## config.mk

```make
export PLATFORM = sky130hd
export DESIGN_NAME = ped_crossing_fsm
export DESIGN_NICKNAME = d
export VERILOG_FILES = /design/src/rtl/ped_crossing_fsm.sv
export SDC_FILE = /design/constraint.sdc
export NUM_CORES = 1
export LEC_CHECK = 0
export ABC_AREA = 1
export CAP_MARGIN = 10
export CORE_AREA = 3 3 40 42
export CTS_CLUSTER_SIZE = 16
export DETAILED_ROUTE_END_ITERATION = 6
export DIE_AREA = 0 0 43 45
export PLACE_DENSITY = 0.78
export SLEW_MARGIN = 15
export SYNTH_ARGS = -nofsm -noshare
export SYNTH_HDL_FRONTEND = slang
export SYNTH_SLANG_ARGS = --single-unit
```

## constraint.sdc

```tcl
create_clock -name clk -period 2.4 [get_ports clk]
set_input_delay 0.6 -clock clk [delete_from_list [all_inputs] [get_ports clk]]
set_output_delay 0.6 -clock clk [all_outputs]
set_load 0.01 [all_outputs]
```

## src/rtl/ped_crossing_fsm.sv

```systemverilog
// Pedestrian-crossing light controller: tick-timed GREEN/YELLOW/CLEAR/WALK/FLASH cycle.
// Latency: ped_req reaches ped_pending after 3 clk edges; outputs are registered-state decodes.
// Backpressure: none; the timer advances only on tick, so state and timer hold while tick is low.
module ped_crossing_fsm #(
  parameter int GREEN_TICKS  = 8,
  parameter int YELLOW_TICKS = 3,
  parameter int CLEAR_TICKS  = 1,
  parameter int WALK_TICKS   = 6,
  parameter int FLASH_TICKS  = 4,
  parameter int CNT_W        = 4
) (
  input  logic       clk,
  input  logic       rstb,
  input  logic       tick,
  input  logic       ped_req,
  output logic       main_g,
  output logic       main_y,
  output logic       main_r,
  output logic       walk,
  output logic       dont_walk,
  output logic       ped_pending,
  output logic [2:0] state
);

  localparam logic [2:0] ST_GREEN  = 3'd0;
  localparam logic [2:0] ST_YELLOW = 3'd1;
  localparam logic [2:0] ST_CLEAR  = 3'd2;
  localparam logic [2:0] ST_WALK   = 3'd3;
  localparam logic [2:0] ST_FLASH  = 3'd4;

  // Timer reload values: each state runs for exactly its *_TICKS ticks.
  localparam logic [CNT_W-1:0] GREEN_LD  = CNT_W'(GREEN_TICKS - 1);
  localparam logic [CNT_W-1:0] YELLOW_LD = CNT_W'(YELLOW_TICKS - 1);
  localparam logic [CNT_W-1:0] CLEAR_LD  = CNT_W'(CLEAR_TICKS - 1);
  localparam logic [CNT_W-1:0] WALK_LD   = CNT_W'(WALK_TICKS - 1);
  localparam logic [CNT_W-1:0] FLASH_LD  = CNT_W'(FLASH_TICKS - 1);

  logic [2:0]       cur_state, nxt_state;
  logic [CNT_W-1:0] timer, nxt_timer;
  logic             pending, nxt_pending;
  logic             flash, nxt_flash;
  logic             sync1, sync2;
  logic             legal;
  logic             req_set, req_clr;

  // State, timer, request latch, flash phase and button synchronizer registers.
  always_ff @(posedge clk) begin
    if (!rstb) begin
      cur_state <= ST_GREEN;
      timer     <= GREEN_LD;
      pending   <= 1'b0;
      flash     <= 1'b0;
      sync1     <= 1'b0;
      sync2     <= 1'b0;
    end else begin
      cur_state <= nxt_state;
      timer     <= nxt_timer;
      pending   <= nxt_pending;
      flash     <= nxt_flash;
      sync1     <= ped_req;
      sync2     <= sync1;
    end
  end

  // Next-state, timer reload/decrement, flash phase and request latch update.
  always_comb begin
    nxt_state = cur_state;
    nxt_timer = timer;
    nxt_flash = flash;
    legal     = (cur_state <= ST_FLASH);

    if (!legal) begin
      nxt_state = ST_GREEN;
      nxt_timer = GREEN_LD;
    end else if (tick) begin
      if (timer != '0) begin
        nxt_timer = timer - CNT_W'(1);
      end else begin
        case (cur_state)
          ST_GREEN: begin
            // Minimum green is served; wait here (timer parked at 0) for a request.
            if (pending) begin
              nxt_state = ST_YELLOW;
              nxt_timer = YELLOW_LD;
            end
          end
          ST_YELLOW: begin
            nxt_state = ST_CLEAR;
            nxt_timer = CLEAR_LD;
          end
          ST_CLEAR: begin
            nxt_state = ST_WALK;
            nxt_timer = WALK_LD;
          end
          ST_WALK: begin
            nxt_state = ST_FLASH;
            nxt_timer = FLASH_LD;
          end
          ST_FLASH: begin
            nxt_state = ST_GREEN;
            nxt_timer = GREEN_LD;
          end
          default: begin
            nxt_state = ST_GREEN;
            nxt_timer = GREEN_LD;
          end
        endcase
      end
    end

    if (cur_state == ST_FLASH && tick)
      nxt_flash = ~flash;
    if (cur_state != ST_FLASH && nxt_state == ST_FLASH)
      nxt_flash = 1'b1;

    // Level-sensitive set means a held button re-arms only once WALK is over.
    req_set = sync2 && (cur_state == ST_GREEN || cur_state == ST_YELLOW ||
                        cur_state == ST_CLEAR || cur_state == ST_FLASH);
    req_clr = (cur_state != ST_WALK) && (nxt_state == ST_WALK);
    nxt_pending = req_clr ? 1'b0 : (pending | req_set);
  end

  // Moore lamp decode from registered state and flash phase.
  always_comb begin
    main_g    = 1'b0;
    main_y    = 1'b0;
    main_r    = 1'b0;
    walk      = 1'b0;
    dont_walk = 1'b0;
    case (cur_state)
      ST_GREEN: begin
        main_g    = 1'b1;
        dont_walk = 1'b1;
      end
      ST_YELLOW: begin
        main_y    = 1'b1;
        dont_walk = 1'b1;
      end
      ST_CLEAR: begin
        main_r    = 1'b1;
        dont_walk = 1'b1;
      end
      ST_WALK: begin
        main_r = 1'b1;
        walk   = 1'b1;
      end
      ST_FLASH: begin
        main_r    = 1'b1;
        dont_walk = flash;
      end
      default: begin
        // Illegal code lasts one clk; show the safe all-stop aspect meanwhile.
        main_r    = 1'b1;
        dont_walk = 1'b1;
      end
    endcase
  end

  assign state       = cur_state;
  assign ped_pending = pending;

endmodule

```

**After elaboration in Yosys (flattened, before gate mapping)**

Cells that the tools add are included.

- Flip-flop bits (word level): 11
- Bits of input ports: 4
- Output and inout bits: 9
- Word-level logic and storage cells: 49

- Add/subtract/negate cells: 1
- $lt $le $gt $ge: 1
- Equal/unequal tests: 9
- Muxes and demuxes: 15
- Bitwise gates (word level): 3
- Reduce and logical (&&, ||, !) cells: 14

Operators with widths:

| kind | count |
|---|---|
| 4-bit one-hot mux with 4 select lines | 1 |
| 3-bit two-way mux | 4 |
| 3-bit one-hot mux with 4 select lines | 1 |
| 3-bit by 2-bit == test with 1-bit output, second input constant | 3 |
| 4-bit two-way mux | 2 |
| 3-bit == test, second input constant | 2 |
| 1-bit two-way mux | 6 |
| 3-bit inequality test, second input constant | 2 |
| 1-bit logical AND | 4 |
| 2-bit AND reduction | 2 |
| 4-bit nonzero test | 1 |
| 2-bit OR reduction | 2 |
| 4-bit by 1-bit subtractor with 4-bit output, second input constant | 1 |
| 3-bit by 1-bit == test with 1-bit output, second input constant | 1 |
| 3-bit <= comparator, second input constant | 1 |
| 3-bit zero test | 1 |
| 1-bit logical OR | 3 |
| 3-bit by 2-bit inequality test with 1-bit output, second input constant | 1 |
| 1-bit NOT | 2 |
| 1-bit one-hot mux with 2 select lines | 1 |
| 2-bit nonzero test | 1 |
| 1-bit OR | 1 |

**Longest topological paths before layout**

- Depth after elaboration: 8
- Depth in mapped cells: 9
- Gate-level depth less buffers: 9

**Least setup slack after synthesis**

No wires, ideal clock.

- Path type: register -> output
- Start: register cur_state[2] (netlist: state[2])
- End: output port dont_walk
- Arrival: 974 ps
- Data required time: 1,800 ps
- Setup slack: 826 ps
- Stages on the path, launching flop included: 5
- Path buffers: 0
- Cell sequence: dfxtp_1 > inv_1 > nand2_1 > inv_1 > a31oi_1

- Cells in the longest elaborated chain, start to end: 2
- Elaborated cells between the ends (all ways): 3
- Those cells by class: eq/ne: 2; mux: 1

Ends and longest elaborated chain:

| what | RTL line | RTL |
|---|---|---|
| start, declared | 38 | `logic [2:0] cur_state, nxt_state;` |
| start signal, assigned | 56 | `cur_state <= nxt_state;` |
| 3-bit == test or 3-bit by 2-bit == test with 1-bit output (tied branches) | 130 | `case (cur_state)` |
| 1-bit one-hot mux with 2 select lines (*) | 130 |  |
| end, declared | 20 | `output logic dont_walk,` |

Every way passes the cells marked *; elsewhere a longest branch is shown, timed or not.

**Final worst setup path**

- Start: register cur_state[0] (netlist: state[0])
- End: output port dont_walk

The elaborated chain is that of the path after synthesis.

==> flow_metrics.py <==
metrics = {
    "clock_network": {
        "cts_tree": "built",
        "cts_buffer_depth": 2,
        "cts_setup_buffers": 0,
        "cts-htree-levels": 1,
        "clk_latency_ns": 0.28,
        "cts-resized-gates": 0,
        "clk_pin_slew_worst_paths_ns": 0.07,
        "ctsRootBufferMaster": "clkbuf_4",
        "cts.sink_count": 11,
        "cts-buffers-inserted": 3,
        "postCtsHoldBufs": 0,
    },
    "sta": {
        "clock_skew_ns": 0.00311,
        "max-slew-margin-rel": 0.819,
        "timing.setup.tns_ns": 0,
        "setup_viol": 0,
        "fin_crit_sh": 0.932,
        "rsz0062_at_grt": "no",
        "period_needed_ns": 2.24,
        "drv_slew": 0,
        "fmax_mhz": 447,
        "tightestPinTransition_ns": 0.270,
        "hold_viol_final": 0,
    },
    "placed_design": {
        "dp_hpwl_um": 1070,
        "placed_area_um2": 811,
        "io_buffers": 12,
        "gp_congestion": 0.791,
    },
    "detailed_routing": {
        "wl_um": 1410,
        "drc": 0,
        "vias": 674,
        "first_iter_violations": 28,
        "first_pass_iters": 4,
        "post_drt_wl_per_cell_um": 11.0,
        "drtAntennaViolNets": 0,
        "vias_per_cell": 5.22,
    },
    "grt": {
        "antenna_found_initial": 0,
        "busiest_layer": "met2",
        "grt_max_degree": 8,
        "grt_util_all_layers": 0.159,
        "first_global_vias": 576,
        "grtUsageMet3": 0.0558,
        "overflow": 0,
        "grtUsageMet2": 0.257,
        "grt_use_met1": 0.197,
        "grt_pass1_wl_um": 2340,
    },
    "synthesis": {
        "yosysTopAreaCell": "dfxtp_1",
        "syn_nets": 104,
        "ys_seq_area_frac": 0.328,
        "synth_top_cell_area_share": 0.328,
        "ys_top_cells_by_area": "dfxtp_1 33%, nand2_1 13%, inv_1 9.5%, nand3_1 6.0%, nor2_2 4.7%",
        "syn_avg_cell_area_um2": 6.86,
        "synth_warnings": 0,
        "syn_inst": 98,
        "synthesis.area_um2": 672,
        "ys_seq_elements": 11,
        "yosys.cell_types.count": 23,
    },
    "finish": {
        "syn2layout_area_growth_pct": 24.8,
        "drive_gt1_frac": 0.167,
        "fillerInstances": 117,
        "num_antenna_cells": 0,
        "finalNetCount": 121,
        "final_area_um2": 838,
    },
    "worst_setup_path": {
        "arrival_ns": 1.64,
        "start_kind": "flop",
        "cp_max_fo": 6,
        "r2r_slack_ns": 0.98,
        "crit_path_end_kind": "output pin",
        "required_ns": 1.80,
        "critPathKind": "flop to output pin",
    },
    "power_and_ir_drop": {
        "leakagePower_uw": 0.000394,
        "ir_drop_mv": 0.336,
        "powerDensity_mw_per_mm2": 448,
    },
    "floorplan": {
        "row_count": 13,
        "ioPinCount": 13,
        "coreArea_mm2": 0.00128,
        "start_util": 0.523,
        "die_h_um": 45,
        "die_w_um": 43,
        "die_area_mm2": 0.00194,
    },
    "hold_path": {
        "hold_path.class": "flop to flop",
    },
    "status": {
        "outcome": "finished, final reports clean",
    },
    "flow_run": {
        "drv_cap": 0,
    },
}
-- cells in the mapped netlist --
cell type and n:
ha_1 2, nor3_4 1, o21ai_2 1, inv_1 17, a31oi_1 1, a21oi_1 4, o21ai_0 3, nand4_1 1
o21bai_1 1, nand3_2 1, a21oi_2 1, nor2_4 2, nand2_1 24, xnor2_1 1, nand2_4 1, nor2_2 5
nor2_1 8, nand3_1 8, xor2_1 1, dfxtp_1 11, o21ai_1 1, nand2_2 2, inv_2 1
-- stage by stage --
| step | setup WS [ns] | total power, µW | cells | hold slack [ns] | utilization |
|---|---|---|---|---|---|
| 2_1_floorplan | 0.826 | 231 | 98 | 0.390 | - |
| 3_3_place_gp | 0.455 | 246 | 125 | 0.392 | 0.631 |
| 3_5_place_dp | 0.387 | 247 | 125 | 0.400 | 0.631 |
| 4_1_cts | 0.0736 | 375 | 129 | 0.416 | 0.651 |
| 5_1_grt | 0.0714 | 393 | 129 | 0.431 | 0.652 |
| 6_report | 0.163 | 376 | 129 | 0.415 | 0.652 |
-- worst max-delay path: stages, from the launching register on --
cell	delay, ns
dfxtp_1	0.37
nand2_1	0.11
inv_1	0.06
nand2_1	0.06
inv_1	0.06
a31oi_1	0.14
clkdlybuf4s50_1	0.56
-- metal layers --
| metal | up-vias | share of wire |
|---|---|---|
| li1 | 339 | - |
| met3 | 2 | 0.058 |
| met4 | 0 | 0.016 |
| met2 | 24 | 0.47 |
| met5 | - | 0 |
| met1 | 309 | 0.46 |
-- area by class of cell --
cell class              instances  area [µm²]  area share
clock buffers                   4        26.3      0.0313
inverters                      18        67.6      0.0806
multi-input cells              69         384       0.458
flip-flops and latches         11         221       0.264
well taps                      15        18.8      0.0224
repair buffers                 12         120       0.143
-- power breakdown --
part	total [µW]	switching, µW	internal (µW)
combinational	46.8	26.4	20.4
sequential	196	6.37	189
clock	133	68.4	64.5
total	376	101	274
-- worst paths after layout --
kind	start	to	cells after the start
max	state[0]	dont_walk	6
min reg2reg	sync1	sync2	2
min	sync1	sync2	2
max reg2reg	timer[0]	timer[1]	9
-- cell usage in the layout, fill, tap and decap left out, drive strengths merged --
| cell type | netlist | routed |
|---|---|---|
| a21oi | 5 | 5 |
| a31oi | 1 | 1 |
| clkbuf | 0 | 4 |
| clkdlybuf4s50 | 0 | 12 |
| dfxtp | 11 | 11 |
| ha | 2 | 2 |
| inv | 18 | 18 |
| nand2 | 27 | 27 |
| nand3 | 9 | 9 |
| nand4 | 1 | 1 |
| nor2 | 15 | 15 |
| nor3 | 1 | 1 |
| o21ai | 5 | 5 |
| o21bai | 1 | 1 |
| xnor2 | 1 | 1 |
| xor2 | 1 | 1 |
-- kinds of logic (layout without fill, tap and decap cells) --
kind of cell,count (synthesis),in the layout,share of synthesized area
compound gates,12,12,0.106
xor+xnor,2,2,0.0261
fa+ha+maj,2,2,0.0372
buf+inv,18,34,0.101
flops,11,11,0.328
simple gates,53,53,0.402
-- flip-flops by register name (all words and copies together), names as in the netlist --
register,flops
sync2,1
flash,1
state,3
ped_pending,1
sync1,1
timer,4
(Power assumes the default switching activity.)
==> patch, RTL diff (config.mk and constraints unchanged) <==
Put a register stage on the output `main_r`, with the module's reset. The value now appears one clock later. The other outputs are not delayed to match.
--- a/src/rtl/ped_crossing_fsm.sv
+++ b/src/rtl/ped_crossing_fsm.sv
@@ -34,6 +34,8 @@
   localparam logic [CNT_W-1:0] CLEAR_LD  = CNT_W'(CLEAR_TICKS - 1);
   localparam logic [CNT_W-1:0] WALK_LD   = CNT_W'(WALK_TICKS - 1);
   localparam logic [CNT_W-1:0] FLASH_LD  = CNT_W'(FLASH_TICKS - 1);
+
+  logic main_r_d;
 
   logic [2:0]       cur_state, nxt_state;
   logic [CNT_W-1:0] timer, nxt_timer;
@@ -124,7 +126,7 @@
   always_comb begin
     main_g    = 1'b0;
     main_y    = 1'b0;
-    main_r    = 1'b0;
+    main_r_d  = 1'b0;
     walk      = 1'b0;
     dont_walk = 1'b0;
     case (cur_state)
@@ -137,20 +139,20 @@
         dont_walk = 1'b1;
       end
       ST_CLEAR: begin
-        main_r    = 1'b1;
+        main_r_d  = 1'b1;
         dont_walk = 1'b1;
       end
       ST_WALK: begin
-        main_r = 1'b1;
+        main_r_d = 1'b1;
         walk   = 1'b1;
       end
       ST_FLASH: begin
-        main_r    = 1'b1;
+        main_r_d  = 1'b1;
         dont_walk = flash;
       end
       default: begin
         // Illegal code lasts one clk; show the safe all-stop aspect meanwhile.
-        main_r    = 1'b1;
+        main_r_d  = 1'b1;
         dont_walk = 1'b1;
       end
     endcase
@@ -159,5 +161,13 @@
   assign state       = cur_state;
   assign ped_pending = pending;
 
+  always_ff @(posedge clk) begin
+    if (!rstb) begin
+      main_r <= '0;
+    end else begin
+      main_r <= main_r_d;
+    end
+  end
+
 endmodule
 
Check against the original RTL: same outputs for any inputs over 10 cycles, from zero or initial values and one cycle with rstb low; that may be too few to reach the edited logic, so the function may still have changed.
==> patch against the original RTL <==
Via count up 0.45%. Area after synthesis increased by 4.3%. First-iteration DRC count is 39% lower. Worst setup slack worse by 0.017 ns. Sequential cell count up 1. Sequential share of layout area grew 1.0 points. Routed wire length grew 7.7%. Count of clock-buffer cells in the layout is the same. Largest power group unchanged. Utilization increased by 2.9 points. Largest cell class unchanged. Critical path depth is 3 lower. Non-clock buffer count did not move. Hold slack improved by 0.0063 ns. Power increased by 12%. Design area grew 4.5%.
==> patch: results (changes against the original RTL) <==
placement:
  gp_congestion: 0.895  # was 0.791
  placed_cell_area_sq_um: 840  # was 811 sq um
  place_hpwl_microns: 1150  # was 1070 microns
synthesis:
  synth_area_leaders: "dfxtp_1 34%, nand2_1 13%, nor2_1 7.0%"  # was dfxtp_1 33%, nand2_1 13%, inv_1 9.5%
  synth_seq_area_share_pct: 34.3  # was 32.8%
  synth_adder_area_share_pct: 3.57  # was 3.72%
  synth_cell_type_count: 19  # was 23
  syn_nets: 109  # was 104
  synth_common_cells: "25 x nand2_1, 13 x nor2_1, 12 x dfxtp_1, 12 x inv_1, 9 x nand3_1"  # was 24 x nand2_1, 17 x inv_1, 11 x dfxtp_1
critical_path:
  r2r_setup_slack_ns: 0.96  # was 0.98 ns
  crit_start: "state[1]$_SDFF_PN0_"  # was state[0]$_SDFF_PN0_
  cp-endpoint: "walk"  # was dont_walk
power:
  leakage_nw: 0.392  # was 0.394 nW
  irDropWorstVdd_mv: 0.309  # was 0.336 mV
  intPower_uw: 317  # was 274 uW
routing:
  wl_met3_microns: 98  # was 82 microns
  drt-initial-drc-count: 17  # was 28
  drt_wl_total_microns: 1520  # was 1410 microns
  wl_met2_microns: 732  # was 663 microns
  vias: 677  # was 674
grt:
  gr-usage-met2_pct: 29.3  # was 25.7%
  met3_usage_pct: 5.98  # was 5.58%
  grt.met1_usage_pct: 20.7  # was 19.7%
  track_usage_pct: 17.9  # was 15.9%
  first_global_vias: 634  # was 576
layout:
  fillers: 118  # was 117
  nets: 126  # was 121
  drive_above_1_share_pct: 17.6  # was 16.7%
status:
  outcome: "finished, final reports clean"  # unchanged
timing:
  fin_hold_ws_ns: 0.422  # was 0.415 ns
  fin_crit_sh_pct: 93.9  # was 93.2%
  skew_ns: 0.00226  # was 0.00311 ns
  tightest_slew_ns: 0.282  # was 0.270 ns
[patch: cell count changes in the layout (fill, tap and decap cells not counted), sizes merged]
| cell | delta |
|---|---|
| nand4 | +1 |
| o21ai | +1 |
| nor2 | +3 |
| inv | -1 |
| o21bai | -1 |
| xor2 | -1 |
| nand2 | +2 |
| dfxtp | +1 |
| a31oi | -1 |
| a21oi | +1 |
[patch: metrics by stage]
stage	std cells	setup WS, ns	power (mW)	util, %
final	134	0.146	0.419	68.2
after detailed placement	130	0.434	0.262	65.3
after global routing	134	0.0528	0.439	68.2
after CTS	134	0.130	0.422	68.2
after global placement	130	0.445	0.261	65.3
after floorplan	103	0.837	0.245	-
[patch: kinds of logic (layout without fill, tap and decap cells)]
| logic type | Yosys count | count (layout) |
|---|---|---|
| fa+ha+maj | 2 | 2 |
| xor+xnor | 1 | 1 |
| buf+inv | 17 | 33 |
| simple gates | 59 | 59 |
| flops | 12 | 12 |
| compound gates | 12 | 12 |
[patch: power by group through the flow]
stage / sequential, mW / combinational [mW] / clock [mW]
2_1_floorplan: 0.216 / 0.0293 / 0
3_3_place_gp: 0.217 / 0.0438 / 0
3_5_place_dp: 0.217 / 0.0452 / 0
4_1_cts: 0.212 / 0.0458 / 0.164
5_1_grt: 0.213 / 0.0522 / 0.173
6_report: 0.212 / 0.0458 / 0.161
[patch: final cells by class]
class	count	area, sq um	share of cell area, %
Multi-Input combinational cell	74	394	45.0
Sequential cell	12	240	27.4
Timing Repair Buffer	12	120	13.7
Inverter	17	66.3	7.57
Clock buffer	4	36.3	4.14
Tap cell	15	18.8	2.14
[patch: worst max-delay path, cell delays in order (launching register included)]
cell and delay (ns):
dfxtp_1 0.45, nand2_1 0.20, nor2_1 0.17, clkdlybuf4s50_1 0.56
